$ cat src/rtl/ripple_fetch_ctrl.sv
`default_nettype none
// ============================================================================
// Module      : ripple_fetch_ctrl
// Description : Single-outstanding instruction fetch controller. Issues word
//               fetches to a bridge, buffers one instruction for decode,
//               handles redirects (with in-flight response kill) and a debug
//               halt that only takes effect at an instruction boundary.
// Revision    : 1.0 - initial release
// ============================================================================
module ripple_fetch_ctrl #(
  parameter logic [31:0] RESET_PC = 32'h0000_0000
) (
  input  logic        clk,
  input  logic        rst_n,
  input  logic        halt,
  input  logic        redirect_i,
  input  logic [31:0] redirect_pc_i,
  output logic [31:0] mem_addr_o,
  output logic        mem_en_o,
  input  logic        mem_valid_i,
  input  logic [31:0] mem_rdata_i,
  output logic        inst_valid_o,
  output logic [31:0] inst_o,
  output logic [31:0] inst_pc_o,
  input  logic        inst_ready_i,
  output logic        halted_o
);

  typedef enum logic [1:0] {
    ST_IDLE  = 2'd0,
    ST_FETCH = 2'd1,
    ST_HOLD  = 2'd2,
    ST_HALT  = 2'd3
  } state_t;

  state_t      state_q, state_d;
  logic [31:0] pc_q, pc_d;
  logic        kill_q, kill_d;
  logic        mem_en_q, mem_en_d;
  logic [31:0] mem_addr_q, mem_addr_d;
  logic        inst_valid_q, inst_valid_d;
  logic [31:0] inst_q, inst_d;
  logic [31:0] inst_pc_q, inst_pc_d;
  logic        halted_q, halted_d;
  logic [31:0] redir_pc;

  // Redirect targets are always word aligned.
  assign redir_pc = {redirect_pc_i[31:2], 2'b00};

  // Next-state and next-output computation for the fetch FSM.
  always_comb begin
    state_d      = state_q;
    pc_d         = pc_q;
    kill_d       = kill_q;
    inst_valid_d = inst_valid_q;
    inst_d       = inst_q;
    inst_pc_d    = inst_pc_q;

    case (state_q)
      ST_IDLE: begin
        if (redirect_i) pc_d = redir_pc;
        state_d = halt ? ST_HALT : ST_FETCH;
      end
      ST_FETCH: begin
        if (mem_valid_i) begin
          if (kill_q || redirect_i) begin
            // Stale response: drop it and refetch from the (new) pc.
            kill_d = 1'b0;
            if (redirect_i) pc_d = redir_pc;
          end else begin
            inst_d       = mem_rdata_i;
            inst_pc_d    = pc_q;
            inst_valid_d = 1'b1;
            pc_d         = pc_q + 32'd4;
            state_d      = ST_HOLD;
          end
        end else if (redirect_i) begin
          // Bridge cannot abort, so remember to discard the pending word.
          pc_d   = redir_pc;
          kill_d = 1'b1;
        end
      end
      ST_HOLD: begin
        if (redirect_i) begin
          inst_valid_d = 1'b0;
          pc_d         = redir_pc;
          state_d      = ST_FETCH;
        end else if (inst_ready_i) begin
          inst_valid_d = 1'b0;
          state_d      = halt ? ST_HALT : ST_FETCH;
        end
      end
      ST_HALT: begin
        if (redirect_i) pc_d = redir_pc;
        if (!halt) state_d = ST_FETCH;
      end
      default: state_d = ST_IDLE;
    endcase

    mem_en_d = (state_d == ST_FETCH);
    halted_d = (state_d == ST_HALT);
    // A new address is launched only when a request starts; otherwise the
    // outstanding address stays put until the bridge answers.
    if ((state_d == ST_FETCH) && ((state_q != ST_FETCH) || mem_valid_i))
      mem_addr_d = pc_d;
    else
      mem_addr_d = mem_addr_q;
  end

  // State and registered outputs with asynchronous reset.
  always_ff @(posedge clk or negedge rst_n) begin
    if (!rst_n) begin
      state_q      <= ST_IDLE;
      pc_q         <= RESET_PC;
      kill_q       <= 1'b0;
      mem_en_q     <= 1'b0;
      mem_addr_q   <= RESET_PC;
      inst_valid_q <= 1'b0;
      inst_q       <= 32'd0;
      inst_pc_q    <= 32'd0;
      halted_q     <= 1'b0;
    end else begin
      state_q      <= state_d;
      pc_q         <= pc_d;
      kill_q       <= kill_d;
      mem_en_q     <= mem_en_d;
      mem_addr_q   <= mem_addr_d;
      inst_valid_q <= inst_valid_d;
      inst_q       <= inst_d;
      inst_pc_q    <= inst_pc_d;
      halted_q     <= halted_d;
    end
  end

  assign mem_en_o     = mem_en_q;
  assign mem_addr_o   = mem_addr_q;
  assign inst_valid_o = inst_valid_q;
  assign inst_o       = inst_q;
  assign inst_pc_o    = inst_pc_q;
  assign halted_o     = halted_q;

endmodule
`default_nettype wire

$ cat config.mk
export PLATFORM = sky130hd
export DESIGN_NAME = ripple_fetch_ctrl
export DESIGN_NICKNAME = d
export VERILOG_FILES = /design/src/rtl/ripple_fetch_ctrl.sv
export SDC_FILE = /design/constraint.sdc
export NUM_CORES = 1
export LEC_CHECK = 0
export BUFFER_PORTS_ARGS = -buffer_cell sky130_fd_sc_hd__buf_2
export CAP_MARGIN = 20
export CORE_ASPECT_RATIO = 0.9
export CORE_MARGIN = 2
export CORE_UTILIZATION = 50
export DETAILED_ROUTE_END_ITERATION = 6
export PLACE_DENSITY = 0.73
export SETUP_SLACK_MARGIN = 0.05
export SLEW_MARGIN = 15
export SYNTH_ARGS = -nofsm -noshare
export SYNTH_HDL_FRONTEND = slang
export SYNTH_SLANG_ARGS = --single-unit
$ cat constraint.sdc
create_clock -name clk -period 4.3 [get_ports clk]
set_input_delay 0.215 -clock clk [delete_from_list [all_inputs] [get_ports clk]]
set_output_delay 0.215 -clock clk [all_outputs]
set_load 0.005 [all_outputs]
==> flow_summary.json, run 1 <==
{
  "p_clk_share_pct": 29.0,
  "n_fill_cell": 911,
  "finalHoldWorstSlack_ps": 21.4,
  "clock_skew_ps": 7.43,
  "htree_levels": 4,
  "yosysUniqueCellTypes": 58,
  "worstSkewPairLatency_ps": 410,
  "critPathLaunchType": "flip-flop",
  "switching_share_pct": 30.1,
  "power.total_mw": 5.00,
  "sequence_of_cells_on_the_critical_path": "and4bb_1, a22o_1, nor2_4, mux2_2",
  "final_wirelength_um": 14700,
  "grt_max_degree": 94,
  "place_area_um2": 6860,
  "initial_core_util_pct": 51.6,
  "timing.reg2reg.setup_slack_ps": 1730,
  "hold_violations_final": 0,
  "fin_crit_ps": 2570,
  "worstMarginPinSlew_ps": 1040,
  "fin_crit_sh_pct": 59.9,
  "vias_per_cell": 5.69,
  "synthFlopType": "sky130_fd_sc_hd__dfrtp_1",
  "post_cts_setup_inserts": 0,
  "setup_viol": 0,
  "preCtsSetupSlack_ps": 1630,
  "cts_resized": 0,
  "die_width_um": 119,
  "worst_r2r_path_depth": 4,
  "cts.clk_slew.worst_paths_ps": 60,
  "ir_drop_uv": 321,
  "p_leak_nw": 3.38,
  "dieHeight_um": 107,
  "gp_congestion": 0.832,
  "clock-sinks": 134,
  "critical_path_arrival_ps": 2860,
  "ys_ff_latch": 134,
  "remaining_drc_errors": 0,
  "yosysSeqAreaShare_pct": 56.6,
  "setup.worst_path.end_class": "flip-flop",
  "cellPowerDensity_nw_per_um2": 669,
  "post_synthesis_instance_total": 484,
  "hold_path.class": "in -> reg",
  "power.switching_mw": 1.51,
  "timing.critical_path.from": "state_q[0]$_DFF_PN0_",
  "routed_wire_length_per_instance_um": 18.0,
  "setup-tns-final_ps": 0,
  "vias_in_the_first_global_route": 4700,
  "whs_path_depth": 2,
  "synth_enable_flop_cells": 0,
  "final.setup.worst_slack_ps": 1730,
  "grt_first_pass_wirelength_um": 23800,
  "mappedNetlistArea_um2": 5930,
  "grt-ovfl-total": 0,
  "post_cts_hold_buffer_count": 1,
  "drv.max_cap_violation_count": 0,
  "max_clock_freq_mhz": 388,
  "ys_warn_count": 0,
  "drt_first_iter_violations": 429,
  "post_layout_nonfiller_instances": 820,
  "core_um2": 11500,
  "layout-drive-gt1-share_pct": 44.8,
  "drtPass1Iterations": 5,
  "floorplan.rows": 37,
  "numCtsBuffers": 17,
  "share_comb_of_total_power_pct": 29.9,
  "critical_path.reg2reg.startpoint": "state_q[0]$_DFF_PN0_",
  "fin_area_um2": 7470,
  "cts_root_buf": "sky130_fd_sc_hd__clkbuf_16",
  "clock_tree.buffer_depth": 2,
  "status": "finished clean",
  "worstHoldStart": "mem_valid_i",
  "critPathMaxFanout": 19,
  "headroom_to_the_max_slew_limit_pct": 29.9,
  "syn_nets": 555,
  "io_buffer_count": 166,
  "hpwl_um": 10300,
  "rsz0062_at_grt": "false",
  "critical_path_required_ps": 4590,
  "grt_antenna_before_repair": 1,
  "delay_contributed_by_the_slowest_stage_of_the_critical_path_ps": 580,
  "grtUsageTotal_pct": 24.0,
  "cell_internal_pwr_mw": 3.49,
  "synth_async_sr_flop_share_pct": 100,
  "setup.worst_path.class": "reg -> reg",
  "p_seq_share_pct": 41.2,
  "syn_area_per_cell_um2": 12.3,
  "dr_total_vias": 4669,
  "synthToLayoutAreaGrowth_pct": 25.9,
  "crit-reg2reg-capture": "mem_addr_o[10]$_DFFE_PN0P_",
  "dp.cells": 786,
  "cp_slowest_cell": "sky130_fd_sc_hd__nor2_4",
  "timing.final.max_slew_violations": 0,
  "hold_end": "kill_q$_DFFE_PN0P_",
  "die_area_um2": 12700,
  "final_net_count": 721,
  "pin_count": 169,
  "route.antenna.remaining_nets": 0,
  "cts_tree": "built",
  "utilization_pct": 65.0
}
-- worst max-delay path by stage --
stage                                 end  slack (ps)
2_1_floorplan  mem_addr_o[10]$_DFFE_PN0P_        2370
3_3_place_gp    mem_addr_o[7]$_DFFE_PN0P_        1660
3_5_place_dp    mem_addr_o[0]$_DFFE_PN0P_        1630
4_1_cts        mem_addr_o[10]$_DFFE_PN0P_        1720
5_1_grt         mem_addr_o[8]$_DFFE_PN0P_        1590
6_report       mem_addr_o[10]$_DFFE_PN0P_        1730
-- area by class of cell --
class                   count  area [um^2]  share of cell area, %
inverters                   8         30.0                  0.402
clock buffers              23          468                   6.27
diodes                      1         2.50                 0.0335
repair buffers            173          892                   11.9
well taps                 156          195                   2.61
clock inverters             9          125                   1.68
multi-input cells         316         2400                   32.1
flip-flops and latches    134         3350                   44.9
-- state kept, by name, summed over array words and instances, names as in the netlist --
name,cells
halted_o,1
inst_o,32
inst_pc_o,32
inst_valid_o,1
kill_q,1
mem_addr_o,32
mem_en_o,1
pc_q,32
state_q,2
-- power groups by stage --
| stage | logic [mW] | clock network, mW | registers (mW) |
|---|---|---|---|
| after CTS | 1.51 | 1.47 | 2.06 |
| after global placement | 1.47 | 0 | 2.04 |
| after floorplan | 0.781 | 0 | 2.07 |
| after global routing | 1.64 | 1.52 | 2.12 |
| after detailed placement | 1.51 | 0 | 2.07 |
| final | 1.49 | 1.45 | 2.06 |
-- placed cells by master (no fill, tap or decap), types with 3 or more instances in the layout --
cell / count
sky130_fd_sc_hd__xnor2_1: 3
sky130_fd_sc_hd__nor2b_1: 5
sky130_fd_sc_hd__nand3_1: 9
sky130_fd_sc_hd__bufinv_16: 3
sky130_fd_sc_hd__and3_2: 3
sky130_fd_sc_hd__buf_2: 165
sky130_fd_sc_hd__mux2i_1: 12
sky130_fd_sc_hd__nor3_1: 4
sky130_fd_sc_hd__buf_4: 6
sky130_fd_sc_hd__nor2_1: 25
sky130_fd_sc_hd__nor4_1: 5
sky130_fd_sc_hd__clkbuf_1: 4
sky130_fd_sc_hd__o21ai_0: 28
sky130_fd_sc_hd__nand2b_1: 4
sky130_fd_sc_hd__nand2_1: 23
sky130_fd_sc_hd__o31ai_1: 13
sky130_fd_sc_hd__mux2_2: 83
sky130_fd_sc_hd__inv_1: 8
sky130_fd_sc_hd__or4_1: 11
sky130_fd_sc_hd__clkinv_2: 4
sky130_fd_sc_hd__clkbuf_16: 17
sky130_fd_sc_hd__a21oi_1: 13
sky130_fd_sc_hd__nand4_1: 16
sky130_fd_sc_hd__a31oi_1: 16
sky130_fd_sc_hd__dfrtp_1: 134
-- synth_stat cells (2+ instances only) --
master / instances / area, um^2
sky130_fd_sc_hd__a211oi_1: 2 / 15.0
sky130_fd_sc_hd__a21oi_1: 13 / 65.1
sky130_fd_sc_hd__a22oi_1: 2 / 15.0
sky130_fd_sc_hd__a31oi_1: 16 / 100
sky130_fd_sc_hd__a41oi_1: 2 / 17.5
sky130_fd_sc_hd__and3_2: 3 / 22.5
sky130_fd_sc_hd__and4_1: 2 / 17.5
sky130_fd_sc_hd__and4_2: 2 / 20.0
sky130_fd_sc_hd__buf_1: 2 / 7.51
sky130_fd_sc_hd__buf_2: 13 / 65.1
sky130_fd_sc_hd__clkbuf_1: 7 / 26.3
sky130_fd_sc_hd__clkbuf_8: 3 / 41.3
sky130_fd_sc_hd__dfrtp_1: 134 / 3350
sky130_fd_sc_hd__inv_1: 8 / 30.0
sky130_fd_sc_hd__mux2_2: 83 / 935
sky130_fd_sc_hd__mux2i_1: 12 / 120
sky130_fd_sc_hd__nand2_1: 23 / 86.3
sky130_fd_sc_hd__nand2b_1: 4 / 25.0
sky130_fd_sc_hd__nand3_1: 9 / 45.0
sky130_fd_sc_hd__nand4_1: 16 / 100
sky130_fd_sc_hd__nor2_1: 25 / 93.8
sky130_fd_sc_hd__nor2b_1: 5 / 31.3
sky130_fd_sc_hd__nor3_1: 4 / 20.0
sky130_fd_sc_hd__nor4_1: 5 / 31.3
sky130_fd_sc_hd__o211ai_1: 2 / 15.0
sky130_fd_sc_hd__o21a_1: 2 / 15.0
sky130_fd_sc_hd__o21ai_0: 28 / 140
sky130_fd_sc_hd__o22ai_1: 2 / 12.5
sky130_fd_sc_hd__o31ai_1: 13 / 97.6
sky130_fd_sc_hd__or3_1: 2 / 12.5
sky130_fd_sc_hd__or4_1: 11 / 82.6
sky130_fd_sc_hd__xnor2_1: 3 / 26.3
-- worst max-delay path: cells and delay by family (launching register included) --
| kind | cells | cell delay [ps] |
|---|---|---|
| AND/OR/NAND/NOR | 2 | 1050 |
| flip-flops | 1 | 470 |
| multiplexers | 1 | 420 |
| AO/OA/AOI/OAI | 1 | 520 |
-- layer usage --
| metal | vias up | part of all wire [%] | global-route usage [%] |
|---|---|---|---|
| met5 | - | 0 | 0 |
| met4 | 0 | 1.4 | 8.67 |
| met3 | 18 | 7.0 | 6.14 |
| met2 | 188 | 49 | 38.8 |
| met1 | 2321 | 43 | 31.6 |
| li1 | 2142 | - | - |
-- logic make-up (layout without fill, tap and decap cells) --
| logic type | after synthesis | count (layout) | synth area share (%) |
|---|---|---|---|
| AOI/OAI and AO/OA | 93 | 93 | 9.96 |
| xor gates and xnor gates | 3 | 3 | 0.443 |
| adders and majority gates | 1 | 1 | 0.211 |
| buffers and inverters | 34 | 213 | 3.06 |
| DFF | 134 | 134 | 56.6 |
| muxes | 96 | 96 | 18.0 |
| other | 0 | 1 | 0 |
| and+or+nand+nor | 123 | 123 | 11.8 |
(Power assumes the default switching activity.)
==> run 2, diff against run 1 <==
--- a/config.mk
+++ b/config.mk
@@ -5,6 +5,7 @@
 export SDC_FILE = /design/constraint.sdc
 export NUM_CORES = 1
 export LEC_CHECK = 0
+export ABC_AREA = 1
 export BUFFER_PORTS_ARGS = -buffer_cell sky130_fd_sc_hd__buf_2
 export CAP_MARGIN = 20
 export CORE_ASPECT_RATIO = 0.9
==> constraint.sdc (replaced) <==
create_clock -name clk -period 2.4 [get_ports clk]
set_input_delay 0.12 -clock clk [delete_from_list [all_inputs] [get_ports clk]]
set_output_delay 0.12 -clock clk [all_outputs]
set_load 0.005 [all_outputs]
==> flow_summary.json, run 2 <==
{
  "status": "finished clean",
  "clock-sinks": 134,
  "floorplan.rows": 38,
  "grt_max_degree": 66,
  "setup.worst_path.end_class": "flip-flop",
  "p_leak_nw": 4.32,
  "syn_area_per_cell_um2": 8.13,
  "switching_share_pct": 35.4,
  "hold_violations_final": 0,
  "clock_tree.buffer_depth": 2,
  "drt_first_iter_violations": 430,
  "synth.most_common_cell": "sky130_fd_sc_hd__nand2_1",
  "share_comb_of_total_power_pct": 31.6,
  "rsz0062_at_grt": "false",
  "io_buffer_count": 166,
  "n_fill_cell": 977,
  "synthFlopType": "sky130_fd_sc_hd__dfrtp_1",
  "syn_nets": 830,
  "cts_resized": 0,
  "cts_root_buf": "sky130_fd_sc_hd__clkbuf_16",
  "preCtsSetupSlack_ps": 580,
  "timing.final.max_slew_violations": 0,
  "finalHoldWorstSlack_ps": 3.10,
  "fin_crit_ps": 1870,
  "numCtsBuffers": 17,
  "cellPowerDensity_nw_per_um2": 1140,
  "utilization_pct": 67.2,
  "cell_internal_pwr_mw": 5.95,
  "layout.cells.most_common_list": "sky130_fd_sc_hd__nand2_1 (360), sky130_fd_sc_hd__buf_2 (165), sky130_fd_sc_hd__dfrtp_1 (134), sky130_fd_sc_hd__nor2_1 (48), sky130_fd_sc_hd__inv_1 (46)",
  "synthToLayoutAreaGrowth_pct": 30.9,
  "die_area_um2": 13300,
  "synth_enable_flop_cells": 0,
  "htree_levels": 4,
  "worstSkewPairLatency_ps": 410,
  "most_common_library_cell_in_the_layout_ignoring_fill_and_taps": "sky130_fd_sc_hd__nand2_1",
  "hold_path.class": "in -> reg",
  "dp.cells": 1063,
  "power.total_mw": 9.21,
  "synth_top_area_cell": "sky130_fd_sc_hd__dfrtp_1",
  "mappedNetlistArea_um2": 6170,
  "vias_in_the_first_global_route": 5385,
  "gp_congestion": 0.830,
  "drv.max_cap_violation_count": 0,
  "routed_wire_length_per_instance_um": 14.3,
  "die_width_um": 121,
  "critPathCapture": "mem_addr_o[24]$_DFFE_PN0P_",
  "critical_path_arrival_ps": 2170,
  "yosysSeqAreaShare_pct": 54.3,
  "yosys-top-cells-area": "sky130_fd_sc_hd__dfrtp_1 (54%), sky130_fd_sc_hd__nand2_1 (22%), sky130_fd_sc_hd__o21ai_0 (2.9%), sky130_fd_sc_hd__nor2_1 (2.9%), sky130_fd_sc_hd__inv_1 (2.8%)",
  "timing.reg2reg.setup_slack_ps": 530,
  "setup.worst_path.class": "reg -> reg",
  "dr_total_vias": 5696,
  "headroom_to_the_max_slew_limit_pct": 58.7,
  "final.setup.worst_slack_ps": 525,
  "setup-tns-final_ps": 0,
  "cts.clk_slew.worst_paths_ps": 60,
  "critPathLaunchType": "flip-flop",
  "final_net_count": 1029,
  "grt_first_pass_wirelength_um": 25800,
  "dieHeight_um": 109,
  "vias_per_cell": 5.04,
  "fin_crit_sh_pct": 78.1,
  "timing.critical_path.from": "pc_q[2]$_DFF_PN0_",
  "power.switching_mw": 3.26,
  "synth_async_sr_flop_share_pct": 100,
  "core_um2": 12000,
  "max_clock_freq_mhz": 533,
  "hpwl_um": 10700,
  "route.antenna.remaining_nets": 0,
  "grtUsageTotal_pct": 25.1,
  "place_area_um2": 7140,
  "post_layout_nonfiller_instances": 1130,
  "ys_warn_count": 0,
  "ir_drop_uv": 687,
  "remaining_drc_errors": 0,
  "post_synthesis_instance_total": 759,
  "grt-ovfl-total": 0,
  "final_wirelength_um": 16200,
  "synth_commonest_cells": "sky130_fd_sc_hd__nand2_1 (360), sky130_fd_sc_hd__dfrtp_1 (134), sky130_fd_sc_hd__nor2_1 (48), sky130_fd_sc_hd__inv_1 (46), sky130_fd_sc_hd__o21ai_0 (36)",
  "yosysUniqueCellTypes": 34,
  "setup_viol": 0,
  "synth_top_area_share_pct": 54.3,
  "drtPass1Iterations": 5,
  "critPathMaxFanout": 5,
  "pin_count": 169,
  "diodes": 0,
  "worstMarginPinSlew_ps": 619,
  "initial_core_util_pct": 51.3,
  "worst_r2r_path_depth": 10,
  "critical_path_required_ps": 2700,
  "crit-reg2reg-capture": "mem_addr_o[24]$_DFFE_PN0P_",
  "cts_tree": "built",
  "critical_path.reg2reg.startpoint": "pc_q[2]$_DFF_PN0_",
  "p_clk_share_pct": 27.7,
  "fin_area_um2": 8080,
  "clock_skew_ps": 8.78,
  "p_seq_share_pct": 40.6,
  "grt_antenna_before_repair": 0,
  "ys_ff_latch": 134,
  "layout-drive-gt1-share_pct": 24.9
}
[run 2: cell types whose count changed in the layout (fill, tap and decap cells not counted), sizes merged, moves of 30 or more]
| cell | previous run | this run |
|---|---|---|
| nand2 | 24 | 363 |
| mux2 | 84 | 0 |
| dlygate4sd3 | 1 | 36 |
| nand3 | 9 | 41 |
| inv | 8 | 51 |
| nor2 | 27 | 57 |
[run 2: worst max-delay path: stages (launching register included)]
cell                      delay, ps
sky130_fd_sc_hd__dfrtp_1        400
sky130_fd_sc_hd__ha_1           250
sky130_fd_sc_hd__nand2_2        100
sky130_fd_sc_hd__nor3_4         320
sky130_fd_sc_hd__nand3_4        170
sky130_fd_sc_hd__nor2_4         170
sky130_fd_sc_hd__nand2_1         80
sky130_fd_sc_hd__nand2_1         70
sky130_fd_sc_hd__nand3_2         80
sky130_fd_sc_hd__nand2_1         70
sky130_fd_sc_hd__nand2_1         50
[run 2: area by class of cell]
cell class | count | area [um^2] | share of cell area [%]
timing repair buffer | 213 | 1310 | 16.2
clock buffer | 20 | 457 | 5.65
inverter | 49 | 184 | 2.28
sequential | 134 | 3350 | 41.5
tap | 160 | 200 | 2.48
multi-input combinational | 543 | 2450 | 30.4
clock inverter | 11 | 125 | 1.55
[run 2: what timing repair did]
action                     in CTS  in global routing
setup endpoints to repair       0                  0
hold buffers                   36                  0
setup buffers                   0                  0
hold endpoints to repair       80                  0
[run 2: how the worst min path moves through the flow]
stage               depth (start not counted)                         end               from  slack (ps)
finish                                      3        state_q[0]$_DFF_PN0_       inst_ready_i           3
global route                                3          pc_q[31]$_DFF_PN0_  redirect_pc_i[31]          20
CTS                                         3          pc_q[26]$_DFF_PN0_  redirect_pc_i[26]         0.9
detailed placement                          1   inst_pc_o[12]$_DFFE_PN0P_              rst_n         100
global placement                            1  mem_addr_o[12]$_DFFE_PN0P_              rst_n         100
floorplan                                   0          halted_o$_DFF_PN0_              rst_n        -180
[run 2: cells by family after synthesis]
family,synth area share [%]
buffers and inverters,5.90
adders and majority gates,0.203
and+or+nand+nor,32.2
AOI/OAI and AO/OA,7.07
muxes,0.162
DFF,54.3
xor gates and xnor gates,0.142
[run 2: power by group through the flow]
stage	registers, mW	logic [mW]	clock network (mW)
floorplan	3.76	1.58	0
finish	3.74	2.91	2.55
CTS	3.73	2.94	2.57
global route	3.84	3.32	2.70
detailed placement	3.74	2.89	0
global placement	3.73	2.82	0
[run 2: metal layers]
layer  vias up  track usage (%)  wire, um
met4         0             8.14       258
met5         -                0         0
met1      2712             34.5      7410
met2       172             39.6      7600
met3        20             6.12       926
li1       2792                -         -
==> run 3, diff against run 2 <==
--- a/config.mk
+++ b/config.mk
@@ -10,9 +10,9 @@
 export CAP_MARGIN = 20
 export CORE_ASPECT_RATIO = 0.9
 export CORE_MARGIN = 2
-export CORE_UTILIZATION = 50
+export CORE_UTILIZATION = 47
 export DETAILED_ROUTE_END_ITERATION = 6
-export PLACE_DENSITY = 0.73
+export PLACE_DENSITY = 0.72
 export SETUP_SLACK_MARGIN = 0.05
 export SLEW_MARGIN = 15
 export SYNTH_ARGS = -nofsm -noshare
==> constraint.sdc (replaced) <==
create_clock -name clk -period 1.65 [get_ports clk]
set_input_delay 0.0825 -clock clk [delete_from_list [all_inputs] [get_ports clk]]
set_output_delay 0.0825 -clock clk [all_outputs]
set_load 0.005 [all_outputs]
==> flow_summary.json, run 3 (synthesized netlist as in run 2, its figures left out) <==
{
  "setup-tns-final_ps": -17.6,
  "floorplan.rows": 39,
  "vias_in_the_first_global_route": 6028,
  "drtPass1Iterations": 5,
  "synthToLayoutAreaGrowth_pct": 49.9,
  "pin_count": 169,
  "drv.max_cap_violation_count": 0,
  "final.setup.worst_slack_ps": -10.5,
  "cts_tree": "built",
  "worstSkewPairLatency_ps": 430,
  "routed.top_layer": "met4",
  "dr_total_vias": 6251,
  "grt_antenna_before_repair": 0,
  "grt-ovfl-total": 0,
  "status": "finished, violations left",
  "clock-sinks": 134,
  "n_fill_cell": 908,
  "die_area_um2": 14100,
  "htree_levels": 4,
  "timing.reg2reg.setup_slack_ps": -10,
  "utilization_pct": 72.7,
  "rsz0062_at_grt": "true",
  "initial_core_util_pct": 48.5,
  "setup.worst_path.end_class": "flip-flop",
  "multi_input_area_um2": 2720,
  "setup.worst_path.class": "reg -> reg",
  "route.antenna.remaining_nets": 0,
  "numCtsBuffers": 17,
  "place_area_um2": 7390,
  "p_clk_share_pct": 27.9,
  "headroom_to_the_max_slew_limit_pct": 68.5,
  "power.total_mw": 15.9,
  "routed_wire_length_per_instance_um": 16.8,
  "max_clock_freq_mhz": 602,
  "fin_crit_ps": 1660,
  "p_seq_share_pct": 35.0,
  "critical_path_arrival_ps": 1980,
  "share_comb_of_total_power_pct": 37.1,
  "cellPowerDensity_nw_per_um2": 1720,
  "io_buffer_count": 166,
  "hold_violations_final": 0,
  "clock_skew_ps": 9.86,
  "cts_root_buf": "sky130_fd_sc_hd__clkbuf_16",
  "hold_path.class": "in -> reg",
  "routed-wl-met3_um": 1500,
  "cell_internal_pwr_mw": 10.3,
  "final_wirelength_um": 20100,
  "critical_path_required_ps": 1970,
  "layout-drive-gt1-share_pct": 35.5,
  "ir_drop_uv": 954,
  "finalHoldWorstSlack_ps": 28.7,
  "most_common_library_cell_in_the_layout_ignoring_fill_and_taps": "sky130_fd_sc_hd__nand2_1",
  "setup_viol": 2,
  "drt_first_iter_violations": 690,
  "die_width_um": 125,
  "remaining_drc_errors": 0,
  "core_um2": 12700,
  "vias_per_cell": 5.24,
  "grt_first_pass_wirelength_um": 30700,
  "cts.clk_slew.worst_paths_ps": 60,
  "fin_area_um2": 9250,
  "grtUsageTotal_pct": 27.7,
  "regArea_um2": 3360,
  "final_net_count": 1086,
  "critPathLaunchType": "flip-flop",
  "diodes": 0,
  "worstMarginPinSlew_ps": 473,
  "clock_tree.buffer_depth": 2,
  "timing.final.max_slew_violations": 0,
  "critPathMaxFanout": 9,
  "power.switching_mw": 5.60,
  "layout.cells.most_common_list": "sky130_fd_sc_hd__nand2_1 (309), sky130_fd_sc_hd__buf_2 (165), sky130_fd_sc_hd__dfrtp_1 (132), sky130_fd_sc_hd__dlygate4sd3_1 (46), sky130_fd_sc_hd__nand2_2 (44)",
  "p_leak_nw": 4.86,
  "grt_max_degree": 47,
  "fin_crit_sh_pct": 101,
  "met2WireLength_um": 9490,
  "gp_congestion": 0.892,
  "wl_on_met1_um": 8220,
  "switching_share_pct": 35.3,
  "hpwl_um": 11200,
  "failed_checks": "setup timing",
  "dieHeight_um": 113
}
run 3: cell type report:
type / count / area share (%)
clock inverter: 11 / 2.37
timing repair buffer: 270 / 22.4
tap: 164 / 2.22
clock buffer: 21 / 5.19
sequential: 134 / 36.3
inverter: 49 / 2.12
multi-input combinational: 543 / 29.4
run 3: path summary, 6_finish.rpt:
check / startpoint / end / depth (start not counted)
setup / recovery: state_q[1]$_DFF_PN0_ / mem_addr_o[13]$_DFFE_PN0P_ / 9
hold / removal: redirect_pc_i[11] / pc_q[11]$_DFF_PN0_ / 5
setup reg to reg: state_q[1]$_DFF_PN0_ / mem_addr_o[13]$_DFFE_PN0P_ / 9
hold reg to reg: mem_addr_o[2]$_DFFE_PN0P_ / mem_addr_o[2]$_DFFE_PN0P_ / 2
max in group asynchronous: rst_n / pc_q[19]$_DFF_PN0_ / 3
min in group asynchronous: rst_n / mem_addr_o[2]$_DFFE_PN0P_ / 2
run 3: timing repair:
action	4_1_cts	5_1_grt
buffers inserted	8	10
endpoints found under the setup margin	32	55
endpoints found under the hold margin	179	0
gates resized for setup	13	112
pin swaps	10	19
hold buffers	46	0
cloned	4	4
run 3: critical path, stage by stage (launching register included):
cell                       delay (ps)
sky130_fd_sc_hd__dfrtp_1          420
sky130_fd_sc_hd__nor2_4           140
sky130_fd_sc_hd__nand4_4          160
sky130_fd_sc_hd__buf_12           180
sky130_fd_sc_hd__buf_12           140
sky130_fd_sc_hd__buf_6            110
sky130_fd_sc_hd__o211ai_1          70
sky130_fd_sc_hd__nand3_1          150
sky130_fd_sc_hd__nand2_1          110
sky130_fd_sc_hd__nand2_1           60
run 3: layer usage:
layer / track usage, % / vias to the layer above
li1: - / 2904
met1: 36.9 / 2971
met2: 43.3 / 316
met3: 6.76 / 60
met4: 12.5 / 0
met5: 0 / -
run 3: stage by stage:
| stage | setup slack, ps | instances |
|---|---|---|
| CTS | 35.1 | 1178 |
| detailed placement | 0.754 | 1088 |
| global route | -114 | 1192 |
| finish | -10.5 | 1192 |
| global placement | 38.0 | 1088 |
| floorplan | 99.8 | 759 |
run 3: power groups by stage:
stage | clock network [mW] | registers, mW | logic, mW
finish | 4.43 | 5.56 | 5.90
global route | 4.63 | 5.71 | 6.47
CTS | 4.47 | 5.39 | 5.12
detailed placement | 0 | 5.41 | 4.55
global placement | 0 | 5.39 | 4.46
floorplan | 0 | 5.46 | 2.29
